$ cat config.mk
export PLATFORM = sky130hd
export DESIGN_NAME = psx_pad_engine
export DESIGN_NICKNAME = d
export VERILOG_FILES = /design/src/rtl/psx_pad_engine.sv
export SDC_FILE = /design/constraint.sdc
export NUM_CORES = 1
export LEC_CHECK = 0
export CORE_ASPECT_RATIO = 0.7
export CORE_MARGIN = 4
export CORE_UTILIZATION = 60
export DETAILED_ROUTE_END_ITERATION = 8
export GPL_TIMING_DRIVEN = 0
export PLACE_DENSITY = 0.87
export SYNTH_ARGS = -nofsm -noshare
export SYNTH_HDL_FRONTEND = slang
export SYNTH_SLANG_ARGS = --single-unit
$ cat constraint.sdc
create_clock -name clk -period 4.65 [get_ports clk]
set_input_delay 1.395 -clock clk [delete_from_list [all_inputs] [get_ports clk]]
set_output_delay 1.395 -clock clk [all_outputs]
set_load 0.1 [all_outputs]
$ cat src/rtl/psx_pad_engine.sv
// PSX/DualShock pad master: clock-enable timebase, serial poll FSM and frame decoder.
// Drives CLK/SEL/CMD, shifts DATA in LSB first and latches buttons/sticks on valid frames.
module psx_pad_engine #(
    parameter int HALF_DIV    = 100,
    parameter int BYTE_GAP    = 4,
    parameter int POLL_PERIOD = 4000
) (
    input  logic       clk,
    input  logic       rst,
    input  logic       ps_rxd,
    output logic       ps_clk,
    output logic       ps_sel,
    output logic       ps_txd,
    input  logic       vib_small,
    input  logic [7:0] vib_large,
    output logic [7:0] pad_id,
    output logic [15:0] btn,
    output logic [7:0] ana_rx,
    output logic [7:0] ana_ry,
    output logic [7:0] ana_lx,
    output logic [7:0] ana_ly,
    output logic       valid,
    output logic       present
);
    localparam int DIV_W    = (HALF_DIV > 2) ? $clog2(HALF_DIV) : 1;
    localparam int POLL_MAX = 2 * POLL_PERIOD;
    localparam int POLL_W   = $clog2(POLL_MAX + 1);
    localparam int HC_W     = (2 * BYTE_GAP > 16) ? $clog2(2 * BYTE_GAP) : 4;

    typedef enum logic [2:0] {S_IDLE, S_SETUP, S_SHIFT, S_GAP, S_DONE} state_t;

    state_t            state_q, state_d;
    logic [DIV_W-1:0]  div_q;
    logic [POLL_W-1:0] poll_q, poll_d;
    logic [HC_W-1:0]   hcnt_q, hcnt_d;
    logic [3:0]        idx_q, idx_d, flen_q, flen_d;
    logic [7:0]        shift_q, shift_d, rx_byte, cmd_byte;
    logic              rxd_meta_q, rxd_sync_q;
    logic              ps_clk_q, ps_clk_d, ps_sel_q, ps_sel_d, ps_txd_q, ps_txd_d;
    logic              vib_s_q, vib_s_d;
    logic [7:0]        vib_l_q, vib_l_d;
    logic [7:0]        pad_id_q, pad_id_d, rx_q, rx_d, ry_q, ry_d, lx_q, lx_d, ly_q, ly_d;
    logic [15:0]       btn_q, btn_d;
    logic              valid_q, valid_d, present_q, present_d;
    logic              half_tick, store_en, frame_ok, is_digital;
    logic [7:0]        frame_q [0:8];

    assign half_tick = (div_q == DIV_W'(HALF_DIV - 1));

    always_comb begin
        case (idx_q)
            4'd0:    cmd_byte = 8'h01;
            4'd1:    cmd_byte = 8'h42;
            4'd3:    cmd_byte = {7'd0, vib_s_q};
            4'd4:    cmd_byte = vib_l_q;
            default: cmd_byte = 8'h00;
        endcase
    end

    assign frame_ok   = (frame_q[2] == 8'h5A) && (frame_q[1] != 8'hFF) && (frame_q[1] != 8'h00);
    assign is_digital = (frame_q[1] == 8'h41);

    always_comb begin
        state_d   = state_q;
        poll_d    = poll_q;
        hcnt_d    = hcnt_q;
        idx_d     = idx_q;
        flen_d    = flen_q;
        shift_d   = shift_q;
        ps_clk_d  = ps_clk_q;
        ps_sel_d  = ps_sel_q;
        ps_txd_d  = ps_txd_q;
        vib_s_d   = vib_s_q;
        vib_l_d   = vib_l_q;
        pad_id_d  = pad_id_q;
        btn_d     = btn_q;
        rx_d      = rx_q;
        ry_d      = ry_q;
        lx_d      = lx_q;
        ly_d      = ly_q;
        valid_d   = 1'b0;
        present_d = present_q;
        store_en  = 1'b0;
        rx_byte   = shift_q;
        rx_byte[hcnt_q[3:1]] = rxd_sync_q;

        // Poll counter runs in every state so the poll period is start-to-start.
        if (half_tick && poll_q != POLL_W'(POLL_MAX))
            poll_d = poll_q + 1'b1;

        case (state_q)
            S_IDLE: begin
                if (half_tick && poll_q >= POLL_W'(POLL_MAX - 1)) begin
                    state_d  = S_SETUP;
                    poll_d   = '0;
                    hcnt_d   = '0;
                    idx_d    = 4'd0;
                    flen_d   = 4'd9;
                    ps_sel_d = 1'b0;
                    vib_s_d  = vib_small;
                    vib_l_d  = vib_large;
                end
            end
            S_SETUP: begin
                if (half_tick) begin
                    if (hcnt_q == HC_W'(1)) begin
                        state_d = S_SHIFT;
                        hcnt_d  = '0;
                    end else begin
                        hcnt_d = hcnt_q + 1'b1;
                    end
                end
            end
            S_SHIFT: begin
                if (half_tick) begin
                    hcnt_d = hcnt_q + 1'b1;
                    if (!hcnt_q[0]) begin
                        ps_clk_d = 1'b0;
                        ps_txd_d = cmd_byte[hcnt_q[3:1]];
                    end else begin
                        ps_clk_d = 1'b1;
                        shift_d  = rx_byte;
                        if (hcnt_q == HC_W'(15)) begin
                            store_en = 1'b1;
                            state_d  = S_GAP;
                            hcnt_d   = '0;
                            if (idx_q == 4'd1 && rx_byte == 8'h41)
                                flen_d = 4'd5;
                        end
                    end
                end
            end
            S_GAP: begin
                if (half_tick) begin
                    ps_clk_d = 1'b1;
                    ps_txd_d = 1'b1;
                    hcnt_d   = hcnt_q + 1'b1;
                    if (hcnt_q == HC_W'(2 * BYTE_GAP - 1)) begin
                        hcnt_d = '0;
                        if (idx_q == flen_q - 4'd1) begin
                            state_d  = S_DONE;
                            ps_sel_d = 1'b1;
                        end else begin
                            state_d = S_SHIFT;
                            idx_d   = idx_q + 4'd1;
                        end
                    end
                end
            end
            S_DONE: begin
                state_d   = S_IDLE;
                present_d = frame_ok;
                valid_d   = frame_ok;
                if (frame_ok) begin
                    pad_id_d = frame_q[1];
                    btn_d    = {frame_q[4], frame_q[3]};
                    // Digital frames stop after byte 4, so stick bytes are stale.
                    rx_d = is_digital ? 8'h80 : frame_q[5];
                    ry_d = is_digital ? 8'h80 : frame_q[6];
                    lx_d = is_digital ? 8'h80 : frame_q[7];
                    ly_d = is_digital ? 8'h80 : frame_q[8];
                end
            end
            default: state_d = S_IDLE;
        endcase
    end

    always_ff @(posedge clk) begin
        if (rst) begin
            state_q    <= S_IDLE;
            div_q      <= '0;
            poll_q     <= '0;
            hcnt_q     <= '0;
            idx_q      <= 4'd0;
            flen_q     <= 4'd9;
            shift_q    <= 8'hFF;
            rxd_meta_q <= 1'b1;
            rxd_sync_q <= 1'b1;
            ps_clk_q   <= 1'b1;
            ps_sel_q   <= 1'b1;
            ps_txd_q   <= 1'b1;
            vib_s_q    <= 1'b0;
            vib_l_q    <= 8'h00;
            pad_id_q   <= 8'hFF;
            btn_q      <= 16'hFFFF;
            rx_q       <= 8'h80;
            ry_q       <= 8'h80;
            lx_q       <= 8'h80;
            ly_q       <= 8'h80;
            valid_q    <= 1'b0;
            present_q  <= 1'b0;
        end else begin
            state_q    <= state_d;
            div_q      <= half_tick ? '0 : div_q + 1'b1;
            poll_q     <= poll_d;
            hcnt_q     <= hcnt_d;
            idx_q      <= idx_d;
            flen_q     <= flen_d;
            shift_q    <= shift_d;
            rxd_meta_q <= ps_rxd;
            rxd_sync_q <= rxd_meta_q;
            ps_clk_q   <= ps_clk_d;
            ps_sel_q   <= ps_sel_d;
            ps_txd_q   <= ps_txd_d;
            vib_s_q    <= vib_s_d;
            vib_l_q    <= vib_l_d;
            pad_id_q   <= pad_id_d;
            btn_q      <= btn_d;
            rx_q       <= rx_d;
            ry_q       <= ry_d;
            lx_q       <= lx_d;
            ly_q       <= ly_d;
            valid_q    <= valid_d;
            present_q  <= present_d;
        end
    end

    always_ff @(posedge clk) begin
        if (store_en)
            frame_q[idx_q] <= rx_byte;
    end

    assign ps_clk  = ps_clk_q;
    assign ps_sel  = ps_sel_q;
    assign ps_txd  = ps_txd_q;
    assign pad_id  = pad_id_q;
    assign btn     = btn_q;
    assign ana_rx  = rx_q;
    assign ana_ry  = ry_q;
    assign ana_lx  = lx_q;
    assign ana_ly  = ly_q;
    assign valid   = valid_q;
    assign present = present_q;
endmodule

; ---- Word level (Yosys, flattened, before mapping)
; Memory sizes are Yosys's and may differ from the RTL's. A register that Yosys moved wholly into a read port is not among the register bits.
; Index checks and enable logic that the tools add are counted.
[totals]
n_memories = 1
output_inout_bits = 61
word_cells = 145
ram_bits = 72
register_bits = 99
[mem_list]
columns = name, words, word_bits, read_ports, rd_ports_with_merged_regs, wr, line_no
row1 = frame_q, 9, 8, 8, 2, 1, 46  ; logic [7:0] frame_q [0:8];
[classes]
n_mux = 60
n_reduce_logical = 25
addsub = 5
n_eq_ne = 29
order_cmp = 3
bitwise = 1
[ops]
columns = op, n
row1 = $mux W4, 16
row2 = $mux W13, 3
row3 = $mux W8, 4
row4 = $pmux W8 S4, 1
row5 = $mux W3, 9
row6 = $eq A8 B7 Y1 const B, 3
row7 = $ne A2 B2 Y1 const B, 12
row8 = $mux W1, 17
row9 = $pmux W4 S2, 2
row10 = $pmux W4 S4, 1
row11 = $reduce_and A5 Y1, 3
row12 = $add A13 B1 Y13 const B, 1
row13 = $ge A13 B13 Y1 const B, 1
row14 = $ne A13 B13 Y1 const B, 1
row15 = $pmux W3 S4, 1
row16 = $add A4 B1 Y4 const B, 2
row17 = $bwmux W8, 1
row18 = $eq A4 B1 Y1 const B, 2
row19 = $eq A4 B3 Y1 const B, 2
row20 = $ne A8 B8 Y1 const B, 1
row21 = $reduce_and A8 Y1, 1
row22 = $reduce_bool A8 Y1, 1
row23 = $add A7 B1 Y7 const B, 1
row24 = $eq A7 B7 Y1 const B, 1
row25 = other kinds (23), 36

; ---- Longest topological paths before layout
; Gate-level depths: netlist of the first run.
[logic_depth]
ltp_word = 12
mapped_depth = 8
ltp_nobuf = 7

; ---- Worst setup path before layout of the first run
; No wires, ideal clock.
[synth_path]
path_kind = register -> register
startpoint = reg div_q[0]
endpoint = mem frame_q[3][0], enable pin
t_arrival_ns = 2.095
n_path_buf = 0
stages_incl_launch_ff = 6
period_less_slack_ns = 2.489
path_slack_ns = 2.161
path_cell_list = dfxtp_1 -> ha_1 -> nand4bb_2 -> nor4_1 -> nand4_1 -> nor4_1
[synth_between]
elab_chain_cells = 5
[synth_rtl]
columns = element, line_no
row1 = "start, declared", 33  ; logic [DIV_W-1:0] div_q;
row2 = "start signal, assigned", 194  ; div_q <= half_tick ? '0 : div_q + 1'b1;
row3 = $eq A7 B7 Y1, 48  ; assign half_tick = (div_q == DIV_W'(HALF_DIV - 1));
row4 = $mux W1, 115  ; if (half_tick) begin
row5 = $mux W1, 91  ; case (state_q)
row6 = $mux W1, 219  ; if (store_en)
row7 = $mux W1 (not written as such), 220  ; frame_q[idx_q] <= rx_byte;
row8 = "end, declared", 46
; No other way between the ends.

; ---- Final worst setup path of the first run
[layout_path]
startpoint = reg ly_q[2], in the netlist ana_ly[2]
endpoint = out ana_ly[2]
[layout_rtl]
columns = element, line_no
row1 = "start, declared", 42  ; logic [7:0] pad_id_q, pad_id_d, rx_q, rx_d, ry_q, ry_d, lx_q, lx_d, ly_q, ly_d;
row2 = "start signal, assigned", 212  ; ly_q <= ly_d;
row3 = "end, declared", 21  ; output logic [7:0] ana_ly,
; No word-level cell between the ends.

==> results.tsv, run 1 <==
stage	metric	value	unit
floorplanning	num rows	32	
routing	post-route DRC violation count	0	
final_layout	commonest non-fill, non-tap cell in the layout	dfxtp_1	
yosys	syn avg cell area	11.4	um^2
cts	CTS tree	yes	
worst_setup_path	crit-path cells	clkdlybuf4s50_1	
pwr	Switching Fraction	21.6	%
routing	Iter 0 DRT Violations	547	
worst_setup_path	biggest cell delay along the critical path	1.18	ns
routing	WL/cell	19.1	um
worst_setup_path	Worst Path Buf+Inv	1	
grt	first-pass GRT wire length	26600	um
routing	vias per std cell	6.00	
worst_setup_path	Critical Path End Type	output port	
final_layout	Biggest register	frame_q	
pwr	Max IR drop VDD	0.000336	V
timing	maximum clock rate	297	MHz
timing	Layout Skew	0.00844	ns
timing	Setup TNS	0	ns
floorplanning	Initial Utilization	62.2	%
placement	placed cells	832	
timing	Setup WS post-layout	1.28	ns
final_layout	nets@finish	719	
pwr	LEAKAGE	2.95	nW
cts	CTS Buffer Depth	2	
final_layout	final core occ	75.8	%
worst_setup_path	CP arrival	1.98	ns
yosys	Synth async-reset ratio	0	%
cts	CTS root buf	clkbuf_16	
routing	Pre-antenna DRT Iters	5	
placement	worst slack at placement	1.04	ns
cts	Num CTS Buffers	17	
placement	dpl cell area	7860	um^2
timing	final hold violations	0	
hold_path	HP Class	register to register	
timing	Final Cycle Share	72.5	%
timing	RSZ-0062 raised after global routing	false	
placement	DPL Wire Length	11100	um
timing	Final Slew Violations	0	
yosys	leading area contributor after synthesis	dfxtp_1	
worst_setup_path	crit-path leading delay family	buffers and inverters	
yosys	Post-synth EDFFs	64	
worst_setup_path	CP max FO	2	
placement	IO Port Bufs	72	
worst_setup_path	critical path's slowest cell	clkdlybuf4s50_1	
floorplanning	die extent in y	98.0	um
placement	gpl congestion	0.895	
job	max-cap violations	0	
pwr	Pint	0.00242	W
cts	clock latency at the later pin of the worst-skew pair	0.43	ns
worst_setup_path	crit path launch type	register	
yosys	mapped cell area	6950	um^2
cts	Post-CTS Hold Fix Bufs	0	
cts	# resized after CTS	0	
yosys	Gate Count Post-Synth	607	
pwr	Gate power share	1.4	%
timing	crit path time final	3.37	ns
final_layout	Final Non-Filler Cells	864	
worst_setup_path	reg2reg setup slack	1.64	ns
final_layout	Syn-to-layout area delta	21.9	%
yosys	synth warn	0	
grt	overall global routing resource usage	25.5	%
grt	initial antenna violation count	0	
floorplanning	Die Wd	137	um
grt	global route overflow	0	
worst_setup_path	Worst EP required	3.25	ns
timing	headroom to the max-slew limit	21.0	%
floorplanning	Core ar.	11200	um^2
cts	setup bufs post-CTS	0	
final_layout	Ant. Diodes	0	
final_layout	commonest non-fill, non-tap cells in the layout	113 x dfxtp_1, 72 x clkdlybuf4s50_1, 64 x edfxtp_1	
final_layout	final instance area	8470	um^2
pwr	clock network power share	46.8	%
yosys	Synth Register Bits	177	
cts	clock tree sinks	177	
grt	largest net degree at the start of global routing	18	
worst_setup_path	Setup Crit Path Kind	register to output port	
pwr	sequential fraction of design power	51.8	%
yosys	sequential area share after synthesis	60.2	%
yosys	Synth cell types	69	
timing	# setup viols final	0	
floorplanning	# IOs	73	
pwr	P per Cell Area	364	nW/um^2
routing	DRT antenna net count	0	
yosys	syn nets	628	
yosys	post-synth top area share	32.6	%
routing	total wire length	16500	um
floorplanning	Die ar.	13400	um^2
timing	Worst Tran Pin Value	1.17	ns
final_layout	Largest register FFs	64	
yosys	Most used DFF post-synth	dfxtp_1	
yosys	ranking of synthesized cells by area	dfxtp_1 33%, edfxtp_1 28%, mux2i_1 3.9%	
cts	Reg clk slew, reported paths	0.07	ns
grt	vias in the first global route	4999	
pwr	switching power	0.000665	W
routing	DR vias	5184	
final_layout	share of layout cells above drive strength 1	10.4	%
status	outcome	finished clean	
cts	htree depth	4	
==> synth_stat cells (all sizes together), types with 6 or more instances <==
| master | number |
|---|---|
| a211o | 8 |
| a21oi | 28 |
| a22o | 29 |
| and2 | 8 |
| and3 | 12 |
| buf | 17 |
| clkbuf | 16 |
| dfxtp | 113 |
| edfxtp | 64 |
| ha | 9 |
| inv | 12 |
| mux2i | 27 |
| nand2 | 62 |
| nand3 | 22 |
| nand4 | 9 |
| nor2 | 34 |
| nor2b | 10 |
| nor3 | 13 |
| nor3b | 8 |
| nor4 | 6 |
| o21ai | 17 |
| xnor2 | 6 |
| xor2 | 8 |
==> power by group through the flow <==
stage | logic [W] | clock network [W] | registers (W)
2_1_floorplan | 0.0000219 | 0 | 0.00163
3_3_place_gp | 0.0000402 | 0 | 0.00163
3_5_place_dp | 0.0000417 | 0 | 0.00163
4_1_cts | 0.0000424 | 0.00145 | 0.00160
5_1_grt | 0.0000463 | 0.00152 | 0.00160
6_report | 0.0000428 | 0.00144 | 0.00160
==> metrics by stage <==
step | total power [W] | hold WS (ns)
floorplan | 0.00165 | 0.389
global placement | 0.00167 | 0.400
detailed placement | 0.00167 | 0.409
CTS | 0.00309 | 0.422
global route | 0.00316 | 0.426
finish | 0.00308 | 0.421
==> per-layer routing <==
layer / GRT usage, % / share of wire (%) / vias up
li1: - / - / 2402
met1: 34.0 / 42 / 2502
met2: 40.8 / 47 / 239
met3: 6.28 / 8.1 / 41
met4: 8.75 / 2.2 / 0
met5: 0 / 0 / -
==> final timing paths <==
check	end	startpoint	cells past startpoint
setup / recovery	ana_ly[2]	ana_ly[2]$_SDFFE_PP0P_	1
hold / removal	rxd_sync_q$_SDFF_PP1_	rxd_meta_q$_SDFF_PP1_	1
setup reg to reg	frame_q[8][0]$_DFFE_PP_	div_q[0]$_SDFF_PP0_	5
hold reg to reg	rxd_sync_q$_SDFF_PP1_	rxd_meta_q$_SDFF_PP1_	1
==> kinds of logic (layout without fill, tap and decap cells) <==
kind of cell,after synthesis,count (layout),synth area share (%)
buffers and inverters,45,149,2.88
adder cells (fa/ha/maj),9,9,1.62
XOR/XNOR,14,14,1.77
AND/OR/NAND/NOR,216,216,17.0
multiplexers,32,32,4.70
flip-flops,177,177,60.2
AO/OA/AOI/OAI,114,114,11.7
==> final cells by class <==
class,instances,area (um^2)
Buffer,33,155
Clock buffer,19,464
Clock inverter,13,139
Fill cell,673,2700
Inverter,12,45.0
Multi-Input combinational cell,385,2570
Sequential cell,177,4180
Tap cell,153,191
Timing Repair Buffer,72,721
==> worst reg2reg max path: stages (launching register included) <==
cell and delay, ns:
dfxtp_1 0.35, ha_1 0.25, nand4bb_2 0.27, nor4_1 0.45, nand4_1 0.32, nor3_1 0.99
(Power assumes the default switching activity.)
==> run 2, diff against run 1 <==
CORE_UTILIZATION = 51   (was 60)
PLACE_DENSITY = 0.79   (was 0.87)
clock period = 2.8 ns   (was 4.65 ns; I/O delays follow)
==> results.tsv, run 2 (synthesized netlist as in run 1, its figures left out) <==
stage	metric	value	unit	change
floorplanning	Die ar.	15600	um^2	was 13,400 um^2
job	max-cap violations	0		unchanged
grt	global route overflow	0		unchanged
timing	headroom to the max-slew limit	7.20	%	was 21.0%
final_layout	Final Non-Filler Cells	895		was 864
timing	Final Slew Violations	0		unchanged
worst_setup_path	CP arrival	2.96	ns	was 1.98 ns
worst_setup_path	Critical Path End Type	register		was output port
placement	DPL Wire Length	11000	um	was 11,100 um
floorplanning	num rows	35		was 32
final_layout	Largest register FFs	64		unchanged
routing	post-route DRC violation count	0		unchanged
pwr	LEAKAGE	3.27	nW	was 2.95 nW
placement	IO Port Bufs	72		unchanged
floorplanning	# IOs	73		unchanged
grt	first-pass GRT wire length	26100	um	was 26,600 um
final_layout	commonest non-fill, non-tap cells in the layout	113 x dfxtp_1, 64 x edfxtp_1, 62 x nand2_1		was 113 x dfxtp_1, 72 x clkdlybuf4s50_1, 64 x edfxtp_1
status	outcome	finished, violations left		was finished clean
cts	htree depth	4		unchanged
pwr	P per Cell Area	587	nW/um^2	was 364 nW/um^2
timing	Layout Skew	0.0177	ns	was 0.00844 ns
grt	overall global routing resource usage	21.1	%	was 25.5%
cts	setup bufs post-CTS	0		unchanged
routing	DRT antenna net count	0		unchanged
routing	Pre-antenna DRT Iters	5		unchanged
final_layout	Biggest register	frame_q		unchanged
grt	largest net degree at the start of global routing	20		was 18
cts	clock latency at the later pin of the worst-skew pair	0.43	ns	about the same
timing	final hold violations	0		unchanged
placement	dpl cell area	7900	um^2	was 7860 um^2
timing	# setup viols final	9		was 0
grt	vias in the first global route	5097		was 4,999
final_layout	commonest non-fill, non-tap cell in the layout	dfxtp_1		unchanged
timing	Worst Tran Pin Value	1.38	ns	was 1.17 ns
cts	CTS tree	yes		unchanged
worst_setup_path	CP max FO	8		was 2
cts	Num CTS Buffers	17		unchanged
final_layout	share of layout cells above drive strength 1	11.1	%	was 10.4%
final_layout	Syn-to-layout area delta	23.4	%	was 21.9%
pwr	Max IR drop VDD	0.000447	V	was 0.000336 V
floorplanning	Core ar.	13200	um^2	was 11,200 um^2
cts	clock tree sinks	177		unchanged
routing	total wire length	16100	um	was 16,500 um
routing	vias per std cell	5.67		was 6.00
timing	maximum clock rate	344	MHz	
floorplanning	Initial Utilization	52.5	%	was 62.2%
routing	DR vias	5075		was 5,184
timing	Setup WS post-layout	-0.105	ns	was 1.28 ns
floorplanning	die extent in y	106	um	was 98.0 um
final_layout	nets@finish	718		was 719
grt	initial antenna violation count	0		unchanged
worst_setup_path	Setup Crit Path Kind	register to register		was register to output port
routing	Iter 0 DRT Violations	353		was 547
final_layout	Ant. Diodes	0		unchanged
status	violated checks	setup timing		
worst_setup_path	Worst EP required	2.85	ns	was 3.25 ns
cts	CTS root buf	clkbuf_16		unchanged
hold_path	HP Class	register to register		unchanged
placement	gpl congestion	0.885		was 0.895
cts	# resized after CTS	2		was 0
floorplanning	Die Wd	147	um	was 137 um
placement	placed cells	864		was 832
timing	RSZ-0062 raised after global routing	true		was false
routing	WL/cell	18.0	um	was 19.1 um
cts	Post-CTS Hold Fix Bufs	0		unchanged
worst_setup_path	crit path launch type	register		unchanged
timing	Final Cycle Share	104	%	
timing	crit path time final	2.91	ns	
cts	Reg clk slew, reported paths	0.07	ns	about the same
final_layout	final instance area	8570	um^2	was 8470 um^2
cts	CTS Buffer Depth	2		unchanged
## run 2: worst max-delay path: stages (launching register included)
cell       delay (ns)
dfxtp_1          0.35
ha_1             0.27
nand4bb_2        0.26
nor4_1           0.42
nand4_1          0.35
nor4_2           0.87
## run 2: path summary, 6_finish.rpt
check	startpoint	endpoint	slack, ns	cells after the start
worst max-delay path	div_q[0]$_SDFF_PP0_	frame_q[3][1]$_DFFE_PP_	-0.11	5
worst min-delay path	rxd_meta_q$_SDFF_PP1_	rxd_sync_q$_SDFF_PP1_	0.42	1
worst max register to register	div_q[0]$_SDFF_PP0_	frame_q[3][1]$_DFFE_PP_	-0.11	5
worst min register to register	rxd_meta_q$_SDFF_PP1_	rxd_sync_q$_SDFF_PP1_	0.42	1
## run 2: routing by layer
| metal | up-vias | share of wire (%) | track usage [%] |
|---|---|---|---|
| met2 | 182 | 46 | 32.9 |
| met3 | 30 | 6.0 | 5.67 |
| met1 | 2457 | 46 | 28.2 |
| li1 | 2406 | - | - |
| met4 | 0 | 1.8 | 8.44 |
| met5 | - | 0 | 0 |
## run 2: per-stage QoR
stage	power, W	util, %	hold WS, ns	setup TNS, ns	setup slack, ns
2_1_floorplan	0.00275	-	0.389	0	0.311
3_3_place_gp	0.00278	59.7	0.400	-9.39	-0.400
3_5_place_dp	0.00278	59.8	0.403	-5.65	-0.253
4_1_cts	0.00505	64.1	0.425	-0.0251	-0.00676
5_1_grt	0.00517	64.8	0.433	-4.40	-0.297
6_report	0.00503	64.8	0.418	-0.806	-0.105
## run 2: area by class of cell
type	count	area, um^2
fill	1003	4650
sequential	177	4180
multi-input combinational	385	2580
timing repair buffer	72	806
clock buffer	18	429
tap	185	231
buffer	32	151
clock inverter	14	144
inverter	12	45.0
## run 2: power breakdown
group | internal, W | switching [W] | total, W | leakage (nW)
Clock | 0.00119 | 0.00112 | 0.00231 | 0.271
Sequential | 0.00265 | 0.00000357 | 0.00265 | 1.49
Combinational | 0.0000270 | 0.0000422 | 0.0000693 | 1.51
Total | 0.00386 | 0.00117 | 0.00503 | 3.27
